File: src/rtl/flopr_pipe_pkg.sv
// Shared definitions for the flopr_pipe elastic pipeline register.
// Holds the default geometry and the count-width helper used by the
// interface, the top level and any block that needs to size a count port.
package flopr_pipe_pkg;

    localparam int DEFAULT_WIDTH = 8;
    localparam int DEFAULT_DEPTH = 3;

    // Width of the occupancy counter: wide enough for 0..depth+1 so the
    // same port width serves both the plain and the skid-buffered build.
    function automatic int cnt_w(input int depth);
        return $clog2(depth + 2);
    endfunction

endpackage

File: src/rtl/flopr_pipe_if.sv
// Valid/ready stream bundle for flopr_pipe: upstream side (in_valid/in_ready/d),
// downstream side (out_valid/out_ready/q) and the occupancy count.
// 'master' is the environment driving the pipe, 'slave' is the pipe itself.
interface flopr_pipe_if #(
    parameter int WIDTH = 8,
    parameter int DEPTH = 3
);
    localparam int CW = flopr_pipe_pkg::cnt_w(DEPTH);

    logic             in_valid;
    logic             in_ready;
    logic [WIDTH-1:0] d;
    logic             out_valid;
    logic             out_ready;
    logic [WIDTH-1:0] q;
    logic [CW-1:0]    count;

    modport master (
        output in_valid, d, out_ready,
        input  in_ready, out_valid, q, count
    );

    modport slave (
        input  in_valid, d, out_ready,
        output in_ready, out_valid, q, count
    );

endinterface

File: src/rtl/flopr_pipe_stage.sv
// One pipeline slot: a valid bit plus a WIDTH-bit data register.
// clear_i empties the slot (data kept), load_i takes valid_i and, only when
// valid_i is set, data_i -- so a loaded bubble leaves the old data in place.
module flopr_pipe_stage #(
    parameter int               WIDTH     = 8,
    parameter logic [WIDTH-1:0] RESET_VAL = '0
) (
    input  logic             clk,
    input  logic             reset,
    input  logic             clear_i,
    input  logic             load_i,
    input  logic             valid_i,
    input  logic [WIDTH-1:0] data_i,
    output logic             valid_o,
    output logic [WIDTH-1:0] data_o
);

    logic             valid_q, valid_d;
    logic [WIDTH-1:0] data_q,  data_d;

    // Next-state: clear beats load, load beats hold.
    always_comb begin
        valid_d = valid_q;
        data_d  = data_q;
        if (clear_i) begin
            valid_d = 1'b0;
        end else if (load_i) begin
            valid_d = valid_i;
            if (valid_i) begin
                data_d = data_i;
            end
        end
    end

    // Slot registers; asynchronous reset empties the slot at once.
    always_ff @(posedge clk or posedge reset) begin
        if (reset) begin
            valid_q <= 1'b0;
            data_q  <= RESET_VAL;
        end else begin
            valid_q <= valid_d;
            data_q  <= data_d;
        end
    end

    assign valid_o = valid_q;
    assign data_o  = data_q;

endmodule

File: src/rtl/flopr_pipe.sv
// flopr_pipe: DEPTH-stage elastic pipeline register with valid/ready on both
// sides, full throughput when unstalled, bubble collapsing and a sync flush.
// Optional macro FLOPR_PIPE_SKID_EN inserts a one-entry skid slot ahead of
// stage 0 so that in_ready comes straight from a register (capacity DEPTH+1).
module flopr_pipe
    import flopr_pipe_pkg::*;
#(
    parameter int               WIDTH     = DEFAULT_WIDTH,
    parameter int               DEPTH     = DEFAULT_DEPTH,
    parameter logic [WIDTH-1:0] RESET_VAL = '0
) (
    input  logic          clk,
    input  logic          reset,
    input  logic          clear,
    flopr_pipe_if.slave   pipe
);

    localparam int CW = cnt_w(DEPTH);

    if (DEPTH < 1) begin : g_bad_depth
        $error("flopr_pipe: DEPTH must be at least 1");
    end

    logic [DEPTH-1:0] stg_valid;
    logic [WIDTH-1:0] stg_data [DEPTH];
    logic [DEPTH-1:0] rdy;

    logic             in_ready_int;
    logic             in_xfer;
    logic             out_xfer;
    logic             src_valid;
    logic [WIDTH-1:0] src_data;

    assign in_xfer  = pipe.in_valid & in_ready_int;
    assign out_xfer = stg_valid[DEPTH-1] & pipe.out_ready;

`ifdef FLOPR_PIPE_SKID_EN
    logic             skid_valid;
    logic [WIDTH-1:0] skid_data;

    // The skid slot only captures when stage 0 cannot take the beat, and
    // releases into stage 0 as soon as stage 0 frees up.
    flopr_pipe_stage #(
        .WIDTH     (WIDTH),
        .RESET_VAL (RESET_VAL)
    ) u_skid (
        .clk     (clk),
        .reset   (reset),
        .clear_i (clear),
        .load_i  (~skid_valid | rdy[0]),
        .valid_i (in_xfer & ~rdy[0]),
        .data_i  (pipe.d),
        .valid_o (skid_valid),
        .data_o  (skid_data)
    );

    // in_ready depends only on the skid register, never on out_ready.
    assign in_ready_int = ~skid_valid & ~clear & ~reset;
    // A parked skid beat is older than anything on d, so it goes first.
    assign src_valid    = skid_valid | in_xfer;
    assign src_data     = skid_valid ? skid_data : pipe.d;
`else
    assign in_ready_int = rdy[0] & ~clear & ~reset;
    assign src_valid    = in_xfer;
    assign src_data     = pipe.d;
`endif

    genvar gi;
    generate
        for (gi = 0; gi < DEPTH; gi++) begin : g_stage
            logic             stg_valid_in;
            logic [WIDTH-1:0] stg_data_in;

            if (gi == 0) begin : g_head
                assign stg_valid_in = src_valid;
                assign stg_data_in  = src_data;
            end else begin : g_body
                assign stg_valid_in = stg_valid[gi-1];
                assign stg_data_in  = stg_data[gi-1];
            end

            // A stage may load when downstream is draining or any stage from
            // here to the output is empty; written flat so the backward
            // ready chain does not feed on itself.
            assign rdy[gi] = pipe.out_ready | ~(&stg_valid[DEPTH-1:gi]);

            flopr_pipe_stage #(
                .WIDTH     (WIDTH),
                .RESET_VAL (RESET_VAL)
            ) u_stage (
                .clk     (clk),
                .reset   (reset),
                .clear_i (clear),
                .load_i  (rdy[gi]),
                .valid_i (stg_valid_in),
                .data_i  (stg_data_in),
                .valid_o (stg_valid[gi]),
                .data_o  (stg_data[gi])
            );
        end
    endgenerate

    logic [CW-1:0] count_q, count_d;

    // Occupancy: +1 per accepted beat, -1 per delivered beat, flush to zero.
    always_comb begin
        count_d = count_q;
        if (clear) begin
            count_d = '0;
        end else begin
            count_d = count_q + CW'(in_xfer) - CW'(out_xfer);
        end
    end

    // Occupancy register, emptied immediately by reset like the stages.
    always_ff @(posedge clk or posedge reset) begin
        if (reset) begin
            count_q <= '0;
        end else begin
            count_q <= count_d;
        end
    end

    assign pipe.in_ready  = in_ready_int;
    assign pipe.out_valid = stg_valid[DEPTH-1];
    assign pipe.q         = stg_data[DEPTH-1];
    assign pipe.count     = count_q;

endmodule

File: src/flat_wrapper.sv
// flat-port wrapper written by rule: the top's interface ports become plain ports
module flopr_pipe_flat import flopr_pipe_pkg::*;
#(
    parameter int               WIDTH     = DEFAULT_WIDTH,
    parameter int               DEPTH     = DEFAULT_DEPTH,
    parameter logic [WIDTH-1:0] RESET_VAL = '0
)
  (clk, reset, clear, pipe_in_valid, pipe_d, pipe_out_ready, pipe_in_ready, pipe_out_valid, pipe_q, pipe_count);
  flopr_pipe_if #(.WIDTH(WIDTH), .DEPTH(DEPTH)) pipe_i ();
  input  logic clk;
  input  logic reset;
  input  logic clear;
  input wire logic [$bits(pipe_i.in_valid)-1:0] pipe_in_valid;
  input wire logic [$bits(pipe_i.d)-1:0] pipe_d;
  input wire logic [$bits(pipe_i.out_ready)-1:0] pipe_out_ready;
  output wire logic [$bits(pipe_i.in_ready)-1:0] pipe_in_ready;
  output wire logic [$bits(pipe_i.out_valid)-1:0] pipe_out_valid;
  output wire logic [$bits(pipe_i.q)-1:0] pipe_q;
  output wire logic [$bits(pipe_i.count)-1:0] pipe_count;
  assign pipe_i.in_valid = pipe_in_valid;
  assign pipe_i.d = pipe_d;
  assign pipe_i.out_ready = pipe_out_ready;
  assign pipe_in_ready = pipe_i.in_ready;
  assign pipe_out_valid = pipe_i.out_valid;
  assign pipe_q = pipe_i.q;
  assign pipe_count = pipe_i.count;
  flopr_pipe #(.WIDTH(WIDTH), .DEPTH(DEPTH), .RESET_VAL(RESET_VAL)) u_core (.clk(clk), .reset(reset), .clear(clear), .pipe(pipe_i));
endmodule
File: config.mk
export PLATFORM = sky130hd
export DESIGN_NAME = flopr_pipe_flat
export DESIGN_NICKNAME = d
export VERILOG_FILES = /design/src/rtl/flopr_pipe_pkg.sv /design/src/rtl/flopr_pipe_if.sv /design/src/rtl/flopr_pipe_stage.sv /design/src/rtl/flopr_pipe.sv /design/src/flat_wrapper.sv
export SDC_FILE = /design/constraint.sdc
export NUM_CORES = 1
export LEC_CHECK = 0
export CORE_MARGIN = 2
export CORE_UTILIZATION = 49
export CTS_BUF_LIST = sky130_fd_sc_hd__clkbuf_16
export CTS_CLUSTER_SIZE = 28
export DETAILED_ROUTE_END_ITERATION = 7
export GPL_ROUTABILITY_DRIVEN = 1
export GPL_TIMING_DRIVEN = 0
export PLACE_DENSITY = 0.86
export SLEW_MARGIN = 20
export SYNTH_ARGS = -nofsm -noshare
export SYNTH_HDL_FRONTEND = slang
export SYNTH_HIERARCHICAL = 1
export SYNTH_SLANG_ARGS = --single-unit
File: constraint.sdc
create_clock -name clk -period 2.15 [get_ports clk]
set_clock_uncertainty 0.05 [all_clocks]
set_input_delay 0.43 -clock clk [delete_from_list [all_inputs] [get_ports clk]]
set_output_delay 0.43 -clock clk [all_outputs]
set_load 0.01 [all_outputs]
* After elaboration in Yosys (flattened, before gate mapping) *
Index checks and enable logic that the tools add are counted.

storage, ports and cells
  flip-flop bits (word level) = 30
  bits of input ports = 13
  output and inout bits = 13
  logic and storage cells = 36

operators by class
  add/sub/neg operators = 2
  muxes and demuxes = 7
  bitwise gates (word level) = 12
  reductions and logical operators = 8

operators by type and width
  kind                number
  $reduce_and A3 Y1   4
  $mux W1             6
  $reduce_bool A2 Y1  3
  $not A1 Y1          5
  $and A1 B1 Y1       4
  $add A3 B1 Y3       1
  $mux W3             1
  $or A1 B1 Y1        3
  $sub A3 B1 Y3       1
  $reduce_and A2 Y1   1

* Longest topological paths before layout *
  depth after elaboration = 9
  gate-level depth with buffers = 9
  gate-level depth less buffers = 9

* Cells and area by module *
The synthesis kept the hierarchy.

modules (own cells, without submodules)
  module            times used  cells an instance  area each (um2)  sequential area each (um2)
  flopr_pipe_stage  3           21                 352.8            225.2
  flopr_pipe        1           21                 224.0            75.1

* Worst setup path before layout *
OpenSTA, ideal clock, no wires.

  path kind = input to register
  start = input pipe_out_ready
  end = register u_core.count_q[2], in the netlist u_core/pipe.count[2]
  library setup time = 0.114 ns
  arrival = 1.842 ns
  required time = 1.986 ns
  slack = 0.144 ns
  stages on the path = 9
  cell sequence = nand4b_2 nand3_1 ha_1 inv_1 ha_1 inv_1 fa_1 xnor3_1 nor2_1

on the way
  cells in the longest elaborated chain, start to end = 7

ends and longest elaborated chain
  item                         line                RTL
  start, declared              flat_wrapper.sv:15  input wire logic [$bits(pipe_i.out_ready)-1:0] pipe_out_ready;
  $or A1 B1 Y1                 flopr_pipe.sv:85    assign rdy[gi] = pipe.out_ready | ~(&stg_valid[DEPTH-1:gi]);
  $and A1 B1 Y1 (2 in series)  flopr_pipe.sv:63    assign in_ready_int = rdy[0] & ~clear & ~reset;
  $and A1 B1 Y1                flopr_pipe.sv:34    assign in_xfer = pipe.in_valid & in_ready_int;
  $add A3 B1 Y3                flopr_pipe.sv:111   count_d = count_q + CW'(in_xfer) - CW'(out_xfer);
  $sub A3 B1 Y3 (*)            flopr_pipe.sv:111
  $mux W3 (*)                  flopr_pipe.sv:108   if (clear) begin
  named net u_core.count_d[2]  flopr_pipe.sv:103   logic [CW-1:0] count_q, count_d;
  end signal, assigned         flopr_pipe.sv:120   count_q <= count_d;
  end, declared                flopr_pipe.sv:103

Mark *: on every way through the listed nets, which the timed path passes. The rest lies on a longest branch.
A chain may end at the register's enable or synchronous reset.

* Final worst setup path *
  start = input pipe_in_valid
  end = register u_core.count_q[2], in the netlist u_core/pipe.count[2]

on the way
  cells in the longest elaborated chain, start to end = 4

ends and longest elaborated chain
  item                         line                RTL
  start, declared              flat_wrapper.sv:13  input wire logic [$bits(pipe_i.in_valid)-1:0] pipe_in_valid;
  $and A1 B1 Y1                flopr_pipe.sv:34
  $add A3 B1 Y3                flopr_pipe.sv:111
  $sub A3 B1 Y3                flopr_pipe.sv:111
  $mux W3                      flopr_pipe.sv:108
  named net u_core.count_d[2]  flopr_pipe.sv:103

The timed path passes the listed nets, and every way through them passes these cells.

==> out/results.txt <==
Crit path launch type - primary input
Starting DRT DRC Count - 11
Synth Net Count - 100
Setup-violating endpoint count in the final report - 0
NumNets Final - 134
Sinks on the clock net - 30
Maximum number of pins on one net before global-route repair - 11
Vias in the first global route - 806
Number of register bits inferred by synthesis - 30
Cells on worst reg2reg path - 9
Hold Violations, Final - 0
Most frequent standard cell in the layout excluding fill and tap cells - dfrtp_1
Skew-Pair Late Insertion Delay - 260 ps
Capturing point of the worst reg2reg path - u_core/pipe.count[2]
Remaining DRCs - 0
Number of fill cells in the layout - 176
Run status - finished clean
Sort of element at the end of the critical path - register
CP arrival - 2130 ps
Clock Pin Slew Worst Setup and Hold Paths - 40 ps
Global routing met2 resource utilization - 30.0%
DIE AREA - 0.00304 sq mm
Leak Pwr - 0.853 nW
Number of nets with antenna violations after routing - 0
Most frequent cells in the layout - dfrtp_1 (30), mux2_2 (24), clkdlybuf4s50_1 (22)
Io pins - 26
Launch instance of the worst register-to-register path - u_core/g_stage[1].u_stage/valid_o
Total of max-cap violations - 0
RSZ-0062 raised after global routing - false
Total standard cell area after synthesis - 0.00128 sq mm
Deepest level of the CTS H-tree - 2
Fin. max-slew vios - 0
Distinct cell type count of the synthesized netlist - 16
Vertical extent of the die - 55.2 um
Clock root buffer - clkbuf_16
Power density normalized to cell area - 922 mW/mm^2
Worst-case headroom to the max-slew limit - 77.1%
Post-DP HPWL - 1710 um
Count of TritonRoute iterations in the first routing pass - 4
Class of the worst hold path - in2async
Antenna diode count - 0
Final worst path period need - 2040 ps
Std-Cell Core Area - 0.00248 sq mm
Longest Clk Path Bufs - 2
CTS Buf Count - 5
Flop-to-flop setup slack - 130 ps
# port buffers - 25
Maximum clock frequency - 0.491 GHz
Count of synthesis-stage warnings from yosys - 6
Post-synthesis to final-layout area growth - 34.0%
Die extent in x - 55.2 um
Design Power - 1.58 mW
Worst-case setup slack after placement - -550 ps
Share of layout cells above drive strength 1 - 31.6%
Sequential element share of the synthesized area - 58.5%
Worst slew pin tran - 343 ps
Global route overflow - 0
Vias after detailed routing - 767
DR vias/cell - 5.22
Met3 track utilization from global routing - 8.06%
Mean instance size in the synthesized netlist - 15.3 sq um
Met1 usage - 20.1%
Total Routing Usage GR - 18.7%
Count of mapped cells out of synthesis - 84
Final worst path period share - 94.7%
Final TNS setup - 0 ps
GR peak layer - met2
TritonCTS clock tree - done
Classification of the worst setup path - in2reg
Standard-cell row count - 18
Starting utilization of the core area - 51.8%
Wire length of the first global-routing pass - 3670 um
Detailed Route WL - 2290 um
Final setup slack of the worst path - 113 ps
Max IR drop VDD - 0.916 mV
Average wire length per cell after detail routing - 15.6 um
Routability cong. - 0.705
Number of antenna violations at the first check in global routing - 0
Worst Path Max Fanout - 2
Required time worst endpoint - 2240 ps
[layout make-up]
class	count	area [sq um]	share of cell area, %
Sequential cell	30	751	43.7
Inverter	6	22.5	1.31
Clock inverter	1	3.75	0.218
Tap cell	30	37.5	2.18
Clock buffer	5	125	7.28
Timing Repair Buffer	27	258	15.0
Multi-Input combinational cell	48	520	30.3
[metal layers]
metal  up-vias  wire length (um)
li1        360                 -
met1       385               934
met2        18              1220
met3         4                80
met4         0                55
met5         -                 0
[through the flow]
| step | instance area, sq um | instances | hold WS [ps] | util (%) |
|---|---|---|---|---|
| after floorplan | 1280 | 84 | 134 | - |
| after global placement | 1570 | 139 | 437 | 63.4 |
| after detailed placement | 1570 | 139 | 443 | 63.4 |
| after CTS | 1710 | 146 | 211 | 69.2 |
| after global routing | 1720 | 147 | 224 | 69.3 |
| final | 1720 | 147 | 220 | 69.3 |
[critical path, cell delays in order]
cell             delay [ps]
clkdlybuf4s50_1         470
nand3_1                  70
ha_1                    290
inv_1                    70
ha_1                    140
inv_1                    50
fa_1                    360
xnor3_1                 200
nor2_1                   40
[repair_timing]
item / 4_1_cts / 5_1_grt
gates resized for setup: 5 / 2
setup buffers: 1 / 1
pin swaps: 0 / 1
cloned: 0 / 0
setup endpoints to repair: 3 / 2
hold buffers: 0 / 0
[report_power, final]
group / switching [mW] / leakage (nW) / internal, mW
clock: 0.199 / 0.0632 / 0.408
combinational: 0.0811 / 0.401 / 0.154
sequential: 0.0668 / 0.389 / 0.676
[cell usage after synthesis]
cell | count | share of area [%]
dfrtp_1 | 30 | 59
inv_1 | 6 | 1.8
xnor3_1 | 1 | 1.8
and2_1 | 2 | 0.98
fa_1 | 1 | 1.6
nand2b_1 | 1 | 0.49
mux2i_1 | 3 | 2.3
nor2_1 | 6 | 1.8
nor2b_1 | 1 | 0.49
ha_1 | 2 | 2.0
nand3b_4 | 3 | 4.7
nand4b_2 | 1 | 1.2
nand3b_1 | 1 | 0.59
nand3_1 | 1 | 0.39
and3_1 | 1 | 0.49
mux2_2 | 24 | 21
[flip-flops by register name, indices dropped and copies added, names as in the netlist]
name / count
u_core/g_stage.u_stage/data_o: 24
u_core/g_stage.u_stage/valid_o: 3
u_core/pipe.count: 3
[worst max path at each step]
stage | from | depth (start not counted) | to | slack (ps)
after floorplan | pipe_out_ready | 9 | u_core/pipe.count[2] | 140
after global placement | clear | 10 | u_core/pipe.count[2] | -450
after detailed placement | clear | 10 | u_core/pipe.count[2] | -550
after CTS | clear | 10 | u_core/pipe.count[2] | 50
after global routing | reset | 10 | u_core/pipe.count[2] | 10
final | pipe_in_valid | 9 | u_core/pipe.count[2] | 110
[cell families (layout without fill, tap and decap cells)]
kind of cell               count (synthesis)  in the layout  synth area share (%)
adders and majority gates                  3              3                  3.51
muxes                                     27             27                  23.4
DFF                                       30             30                  58.5
buffers and inverters                      6             39                  1.76
and+or+nand+nor                           17             17                  11.0
xor gates and xnor gates                   1              1                  1.76
(Power assumes the default switching activity.)
